[config.mk]
export PLATFORM = sky130hd
export DESIGN_NAME = read_ptr_ctrl
export DESIGN_NICKNAME = d
export VERILOG_FILES = /design/src/rtl/fifo_ptr_pkg.sv /design/src/rtl/gray_to_bin.sv /design/src/rtl/read_ptr_ctrl.sv
export SDC_FILE = /design/constraint.sdc
export NUM_CORES = 1
export LEC_CHECK = 0
export ABC_AREA = 0
export CAP_MARGIN = 30
export CORE_MARGIN = 2
export CORE_UTILIZATION = 43
export CTS_CLUSTER_SIZE = 30
export DETAILED_ROUTE_END_ITERATION = 8
export HOLD_SLACK_MARGIN = 0.08
export PLACE_DENSITY = 0.77
export SLEW_MARGIN = 10
export SYNTH_ARGS = -nofsm -noshare
export SYNTH_HDL_FRONTEND = slang
export SYNTH_SLANG_ARGS = --single-unit
[constraint.sdc]
create_clock -name read_clk -period 2.5 [get_ports read_clk]
set_input_delay 0.5 -clock read_clk [delete_from_list [all_inputs] [get_ports read_clk]]
set_output_delay 0.5 -clock read_clk [all_outputs]
set_load 0.01 [all_outputs]
[src/rtl/fifo_ptr_pkg.sv]
// Shared pointer helpers for the dual-clock FIFO controllers: Gray/binary
// conversion and the pointer-width rule (one extra wrap bit over the RAM address).
package fifo_ptr_pkg;

    localparam int CONV_W = 32;

    // Pointers are one bit wider than the RAM address so full and empty differ.
    function automatic int ptr_width(input int addr_width);
        return addr_width + 1;
    endfunction

    // Works for any width up to CONV_W when the argument is zero-extended.
    function automatic logic [CONV_W-1:0] bin2gray(input logic [CONV_W-1:0] bin);
        return bin ^ (bin >> 1);
    endfunction

    function automatic logic [CONV_W-1:0] gray2bin(input logic [CONV_W-1:0] gray);
        logic [CONV_W-1:0] bin;
        bin = {CONV_W{1'b0}};
        bin[CONV_W-1] = gray[CONV_W-1];
        for (int i = CONV_W - 2; i >= 0; i--) begin
            bin[i] = bin[i+1] ^ gray[i];
        end
        return bin;
    endfunction

endpackage

[src/rtl/gray_to_bin.sv]
// Combinational Gray-to-binary converter; each binary bit is the XOR of all
// Gray bits at or above it. Shared by the read- and write-side controllers.
module gray_to_bin #(
    parameter int WIDTH = 4
) (
    input  logic [WIDTH-1:0] gray,
    output logic [WIDTH-1:0] bin
);

    for (genvar i = 0; i < WIDTH; i++) begin : g_bit
        assign bin[i] = ^gray[WIDTH-1:i];
    end

endmodule

[src/rtl/read_ptr_ctrl.sv]
// Read-side pointer controller for the CDC FIFO: binary/Gray read pointers,
// empty/almost-empty, read-valid strobe and sticky underflow. READ_LEVEL_EN adds read_level.
module read_ptr_ctrl
    import fifo_ptr_pkg::*;
#(
    parameter int ADDR_WIDTH    = 3,
    parameter int AEMPTY_THRESH = 2
) (
    input  logic                  read_clk,
    input  logic                  read_rst,
    input  logic                  read_enable,
    input  logic [ADDR_WIDTH:0]   write_pointer_sync,
    output logic [ADDR_WIDTH:0]   read_pointer,
    output logic [ADDR_WIDTH:0]   read_gray_pointer,
    output logic [ADDR_WIDTH-1:0] read_addr,
    output logic                  empty,
    output logic                  almost_empty,
    output logic                  read_valid,
`ifdef READ_LEVEL_EN
    output logic [ADDR_WIDTH:0]   read_level,
`endif
    output logic                  underflow
);

    localparam int               PTR_W       = ptr_width(ADDR_WIDTH);
    localparam logic [PTR_W-1:0] AE_THRESH_C = PTR_W'(AEMPTY_THRESH);

    logic             accept_s;
    logic [PTR_W-1:0] ptr_next_s;
    logic [PTR_W-1:0] gray_next_s;
    logic [PTR_W-1:0] wbin_s;
    logic [PTR_W-1:0] level_next_s;
    logic             empty_next_s;
    logic             aempty_next_s;
    logic             underflow_next_s;

    logic [PTR_W-1:0] read_pointer_r;
    logic [PTR_W-1:0] read_gray_pointer_r;
    logic             empty_r;
    logic             almost_empty_r;
    logic             read_valid_r;
    logic             underflow_r;

    gray_to_bin #(.WIDTH(PTR_W)) u_wptr_g2b (
        .gray (write_pointer_sync),
        .bin  (wbin_s)
    );

    // Next-state: a read accept and a write-pointer advance fold into one update.
    always_comb begin
        accept_s         = read_enable & ~empty_r;
        ptr_next_s       = read_pointer_r + {{(PTR_W-1){1'b0}}, accept_s};
        gray_next_s      = PTR_W'(bin2gray(CONV_W'(ptr_next_s)));
        empty_next_s     = (gray_next_s == write_pointer_sync);
        level_next_s     = wbin_s - ptr_next_s;
        aempty_next_s    = (level_next_s <= AE_THRESH_C);
        underflow_next_s = underflow_r | (read_enable & empty_r);
    end

    // State registers; synchronous reset wins over every other input.
    always_ff @(posedge read_clk) begin
        if (read_rst) begin
            read_pointer_r      <= {PTR_W{1'b0}};
            read_gray_pointer_r <= {PTR_W{1'b0}};
            empty_r             <= 1'b1;
            almost_empty_r      <= 1'b1;
            read_valid_r        <= 1'b0;
            underflow_r         <= 1'b0;
        end else begin
            read_pointer_r      <= ptr_next_s;
            read_gray_pointer_r <= gray_next_s;
            empty_r             <= empty_next_s;
            almost_empty_r      <= aempty_next_s;
            read_valid_r        <= accept_s;
            underflow_r         <= underflow_next_s;
        end
    end

`ifdef READ_LEVEL_EN
    logic [PTR_W-1:0] read_level_r;

    // Occupancy register, only present when the level port is built.
    always_ff @(posedge read_clk) begin
        if (read_rst) begin
            read_level_r <= {PTR_W{1'b0}};
        end else begin
            read_level_r <= level_next_s;
        end
    end

    assign read_level = read_level_r;
`endif

    assign read_pointer      = read_pointer_r;
    assign read_gray_pointer = read_gray_pointer_r;
    assign read_addr         = read_pointer_r[ADDR_WIDTH-1:0];
    assign empty             = empty_r;
    assign almost_empty      = almost_empty_r;
    assign read_valid        = read_valid_r;
    assign underflow         = underflow_r;

endmodule

==> qor.yml, run 1 <==
placement:
  dp_hpwl_um: 1010
  gp_congestion: 0.735
  io_buffers: 21
  dp.cells: 108
  dp_slack_ps: -251
timing:
  finalMaxSlewViolations: 0
  tightest_slew_ps: 339
  rsz0062_at_grt: "no"
  fin_crit_sh: 0.948
  tns_ps: 0
  layout_setup_ws_ps: 131
  hold_violations: 0
  fin_skew_ps: 1.02
  fin_crit_ps: 2370
  clock.fmax_mhz: 422
  finalHoldWorstSlack_ps: 471
  finalSetupViolations: 0
  slew_headroom: 0.773
setup_path:
  cp-start-kind: "input pin"
  critPathCaptureType: "flip-flop"
  crit_type: "input pin to flip-flop"
  r2r_cells: 9
  crit_required_ps: 2690
  r2r-start: "empty"
  r2r_setup_slack_ps: 540
  crit_fanout: 2
  crit_arrival_ps: 2550
  crit_start: "write_pointer_sync[2]"
  reg2reg_to: "almost_empty"
synth:
  synth.avg_cell_area_sq_um: 9.39
  synthCells: 67
  synth_top_area_frac: 0.350
  seq_area_frac_synth: 0.350
  synth_top_cells_by_area: "dfxtp_1 (35%), ha_1 (9.9%), xnor2_1 (9.7%), xor2_1 (7.0%), nor2_1 (6.0%)"
  synth_cell_types: 21
  synth_warnings: 0
  syn_nets: 80
  ys_ff_latch: 11
  yosys.area.top_type: "dfxtp_1"
  netlist_area_sq_um: 629
global_route:
  grt_usage: 0.147
  grt_util_met2: 0.237
  grt_max_degree: 10
  grt_pass1_vias: 474
  busiest_layer: "met2"
  grtUsageMet1: 0.172
  use_met3: 0.0216
  grt_pass1_wl_um: 1950
  antenna_found_initial: 0
  grt_overflow: 0
drt:
  vias: 538
  initialDrtViolationCount: 3
  post_drt_wl_per_cell_um: 12.4
  drc: 0
  ant_nets: 0
  wl_um: 1390
  viasPerCell: 4.80
  first_pass_iters: 4
min_path:
  hold_path_class: "flip-flop to flip-flop"
  worstHoldStart: "underflow"
  hold_end: "underflow"
  hold_depth: 2
floorplan:
  die_x_um: 42.3
  initial_core_util: 0.472
  die_area_sq_um: 1790
  core_sq_um: 1330
  rows: 13
  pin_count: 22
  die_h_um: 42.3
finish:
  fin_nets: 111
  regArea_sq_um: 220
  drive_gt1_frac: 0.206
  utilization: 0.732
  multiInputGateArea_sq_um: 407
  n_fill_cell: 92
  finalNonFillerCells: 112
  diodes: 0
  area_delta_synth_final_pct: 55.1
clocking:
  worstSkewPairLatency_ps: 270
  clockBufferDepth: 2
  cts.sinks: 11
  cts_root_buf: "clkbuf_4"
  clkSlewWorstSetupHoldPaths_ps: 70
  cts_tree: "yes"
  cts_hold_buffers: 0
  cts_buffers: 3
  h-tree-depth: 1
outcome:
  outcome: "completed"
power_and_ir_drop:
  p_leak_nw: 0.415
  peakVddDrop_v: 0.000322
  power_density_nw_per_um2: 471
run:
  max_cap_viol_count: 0
-- synthesized netlist by cell type --
library cell	instances
buf_4	4
inv_1	5
o21ai_0	2
nor3_1	1
nand3_1	1
nor2_1	10
xor2_1	5
and2_2	1
and3_1	1
xor3_1	1
mux2i_1	2
xnor2_1	7
ha_1	5
dfxtp_1	11
nor2b_1	3
a21oi_1	2
and2_1	2
o21ai_1	1
clkbuf_1	1
o31ai_1	1
fa_1	1
-- repair_timing --
item | 4_1_cts | 5_1_grt
buffers inserted | 0 | 0
gates resized for setup | 0 | 9
setup endpoints to repair | 0 | 1
-- area by class of cell --
cell class              count  area share
clock buffers               4      0.0269
inverters                   5      0.0192
multi-input cells          46       0.417
flip-flops and latches     11       0.226
well taps                  15      0.0192
repair buffers             31       0.292
-- report_power, final --
part	internal (mW)	total, mW	switching (mW)
combinational	0.0836	0.144	0.0602
sequential	0.186	0.192	0.00569
clock	0.0619	0.124	0.0619
total	0.332	0.460	0.128
-- critical path: stages --
cell             delay (ps)
clkdlybuf4s50_1         470
xor2_2                  210
xnor2_1                 210
xor2_1                  110
ha_1                    220
fa_1                    380
xor2_1                  130
o21ai_0                  90
o31ai_1                 250
-- layout by cell type (no fill, tap or decap) --
cell type / instances
buf_4: 10
ha_2: 1
o31ai_1: 1
ha_1: 2
nor2b_1: 2
nor3_1: 1
xnor2_1: 7
and3_1: 1
and2_1: 2
o21ai_1: 2
clkbuf_1: 1
fa_1: 1
nor2_1: 10
a21oi_1: 2
and2_2: 1
inv_1: 5
ha_4: 2
nand3_1: 1
xor3_1: 1
xor2_2: 2
xor2_1: 3
clkbuf_4: 3
mux2i_1: 2
clkdlybuf4s50_1: 21
o21ai_0: 1
nor2b_4: 1
dfxtp_1: 11
-- sequential cells by signal, indices dropped and copies added, names as in the netlist --
name,count
read_valid,1
underflow,1
almost_empty,1
read_gray_pointer,3
read_pointer,4
empty,1
-- routing by layer --
metal	vias up	part of all wire
li1	268	-
met5	-	0
met4	0	0.026
met1	246	0.40
met2	20	0.52
met3	4	0.053
-- cell families after synthesis --
logic type	count (synthesis)	share of synthesized area
xor gates and xnor gates	13	0.205
and+or+nand+nor	19	0.147
adders and majority gates	6	0.131
muxes	2	0.0318
AOI/OAI and AO/OA	6	0.0517
buffers and inverters	10	0.0835
DFF	11	0.350
-- metrics by stage --
stage / power, mW / instance area, sq um
floorplan: 0.270 / 629
global placement: 0.327 / 900
detailed placement: 0.330 / 900
CTS: 0.450 / 926
global route: 0.485 / 976
finish: 0.460 / 976
-- how the worst max path moves through the flow --
stage,cells after the start,endpoint
2_1_floorplan,9,almost_empty
3_3_place_gp,10,almost_empty
3_5_place_dp,10,almost_empty
4_1_cts,10,almost_empty
5_1_grt,9,almost_empty
6_report,9,almost_empty
Power figures use the tool's default switching activity.
==> run 2, diff against run 1 <==
--- a/config.mk
+++ b/config.mk
@@ -18,2 +18,3 @@
 export SYNTH_HDL_FRONTEND = slang
 export SYNTH_SLANG_ARGS = --single-unit
+export TNS_END_PERCENT = 100
==> constraint.sdc (replaced) <==
create_clock -name read_clk -period 2.5 [get_ports read_clk]
set_input_delay 0.625 -clock read_clk [delete_from_list [all_inputs] [get_ports read_clk]]
set_output_delay 0.625 -clock read_clk [all_outputs]
set_load 0.01 [all_outputs]
==> run 2 against run 1 <==
Net effect: sequential share of layout area down 1.2 points; total power grew 1.2%; non-clock buffer count increased by 4; worst setup slack worse by 56 ps; first-iteration DRC count increased to 3.0 times the previous value; core utilization up 4.1 points; hold slack improved by 8.6 ps; clock skew is 3.1 ps higher; sequential power is essentially flat; global-route usage decreased by 0.18 points; register-to-register slack better by 40 ps; critical path type unchanged; largest power group unchanged.
==> qor.yml, run 2 (same netlist as run 1, synthesis figures left out) <==
min_path:
  hold_depth: 2
  hold_path_class: "flip-flop to flip-flop"
clocking:
  clockBufferDepth: 2
  cts_buffers: 3
  h-tree-depth: 1
  clkSlewWorstSetupHoldPaths_ps: 70
  worstSkewPairLatency_ps: 270
  cts.sinks: 11
  cts_tree: "yes"
  cts_root_buf: "clkbuf_4"
  cts_hold_buffers: 0
finish:
  stdcell_area_sq_um: 1030
  finalNonFillerCells: 116
  mostFrequentLayoutCell: "clkdlybuf4s50_1"
  drive_gt1_frac: 0.257
  diodes: 0
  area_delta_synth_final_pct: 63.8
  largest_register_ff_count: 4
  layout_common_cells: "clkdlybuf4s50_1 (19), buf_4 (14), dfxtp_1 (11)"
  fin_nets: 115
global_route:
  grt_max_degree: 10
  grt_pass1_wl_um: 1940
  antenna_found_initial: 0
  grt_pass1_vias: 478
  grt_overflow: 0
  grt_usage: 0.145
setup_path:
  critPathCaptureType: "flip-flop"
  crit_required_ps: 2680
  crit_type: "input pin to flip-flop"
  r2r_cells: 9
  cp-start-kind: "input pin"
  crit_fanout: 2
  crit_arrival_ps: 2610
timing:
  tightest_slew_ps: 329
  fin_skew_ps: 4.11
  hold_violations: 0
  layout_setup_ws_ps: 74.5
  slew_headroom: 0.780
  fin_crit_sh: 0.970
  tns_ps: 0
  fin_crit_ps: 2430
  clock.fmax_mhz: 412
  finalSetupViolations: 0
  finalMaxSlewViolations: 0
placement:
  dp_hpwl_um: 984
  io_buffers: 21
  dp.cells: 110
  gp_congestion: 0.763
  dp_slack_ps: -314
  placed_cell_area_sq_um: 915
drt:
  initialDrtViolationCount: 9
  vias: 552
  dr_wl_met3_um: 71
  drc: 0
  first_pass_iters: 4
  post_drt_wl_per_cell_um: 12.8
  wl_met2_um: 757
  viasPerCell: 4.76
  highest_layer: "met4"
  m1WireLength_um: 637
  ant_nets: 0
  wl_um: 1480
outcome:
  outcome: "completed"
power_and_ir_drop:
  p_leak_nw: 0.457
  pwr-share-comb: 0.327
  netSwitchingPower_uw: 127
  pwr-share-seq: 0.415
  p_sw_frac: 0.274
  clkPwrFrac: 0.258
  peakVddDrop_v: 0.000255
  internal_power_uw: 338
  power_density_nw_per_um2: 451
floorplan:
  initial_core_util: 0.472
  pin_count: 22
  die_area_sq_um: 1790
  rows: 13
  die_h_um: 42.3
  core_sq_um: 1330
  die_x_um: 42.3
run:
  max_cap_viol_count: 0
[run 2: power by group through the flow]
stage,Combinational (mW),Clock (mW),Sequential (mW)
5_1_grt,0.169,0.134,0.194
6_report,0.152,0.120,0.193
2_1_floorplan,0.0689,0,0.201
4_1_cts,0.142,0.122,0.192
3_3_place_gp,0.134,0,0.195
3_5_place_dp,0.138,0,0.195
[run 2: stage by stage]
stage	hold WS, ps	util	power (mW)
CTS	481	0.720	0.455
global placement	453	0.686	0.330
detailed placement	463	0.686	0.334
floorplan	502	-	0.270
finish	480	0.773	0.465
global route	507	0.773	0.497
[run 2: timing repair]
action / 4_1_cts / 5_1_grt
pin swaps: 2 / 2
buffers inserted: 0 / 2
endpoints found under the setup margin: 1 / 1
resized for setup: 4 / 9
[run 2: final cells by class]
class	instances	area (sq um)
Multi-Input combinational cell	46	427
Timing Repair Buffer	35	320
Fill cell	96	303
Sequential cell	11	220
Clock buffer	4	26.3
Inverter	5	18.8
Tap cell	15	18.8
[run 2: per-layer routing]
metal  vias to the layer above  track usage
met5                         -            0
met4                         0        0.113
met3                         2       0.0216
met2                        16        0.218
met1                       259        0.182
li1                        275            -
[run 2: path summary, 6_finish.rpt]
kind / start / to / slack, ps
worst max-delay path: read_enable / almost_empty / 70
worst min-delay path: underflow / underflow / 480
worst max register to register: empty / almost_empty / 580
worst min register to register: underflow / underflow / 480
[run 2: worst max-delay path, cell delays in order]
cell             delay (ps)
clkdlybuf4s50_1         480
nor2b_4                 170
ha_4                    160
ha_4                    150
xor2_2                  170
inv_1                   120
ha_4                    280
o21ai_1                  70
and3_1                  170
o31ai_1                 220
==> run 3, diff against run 2 <==
Settings changed: TNS_END_PERCENT 100 to 30.
==> results of run 3 <==
The final DEF is identical to that of run 2; final timing and power are the same.
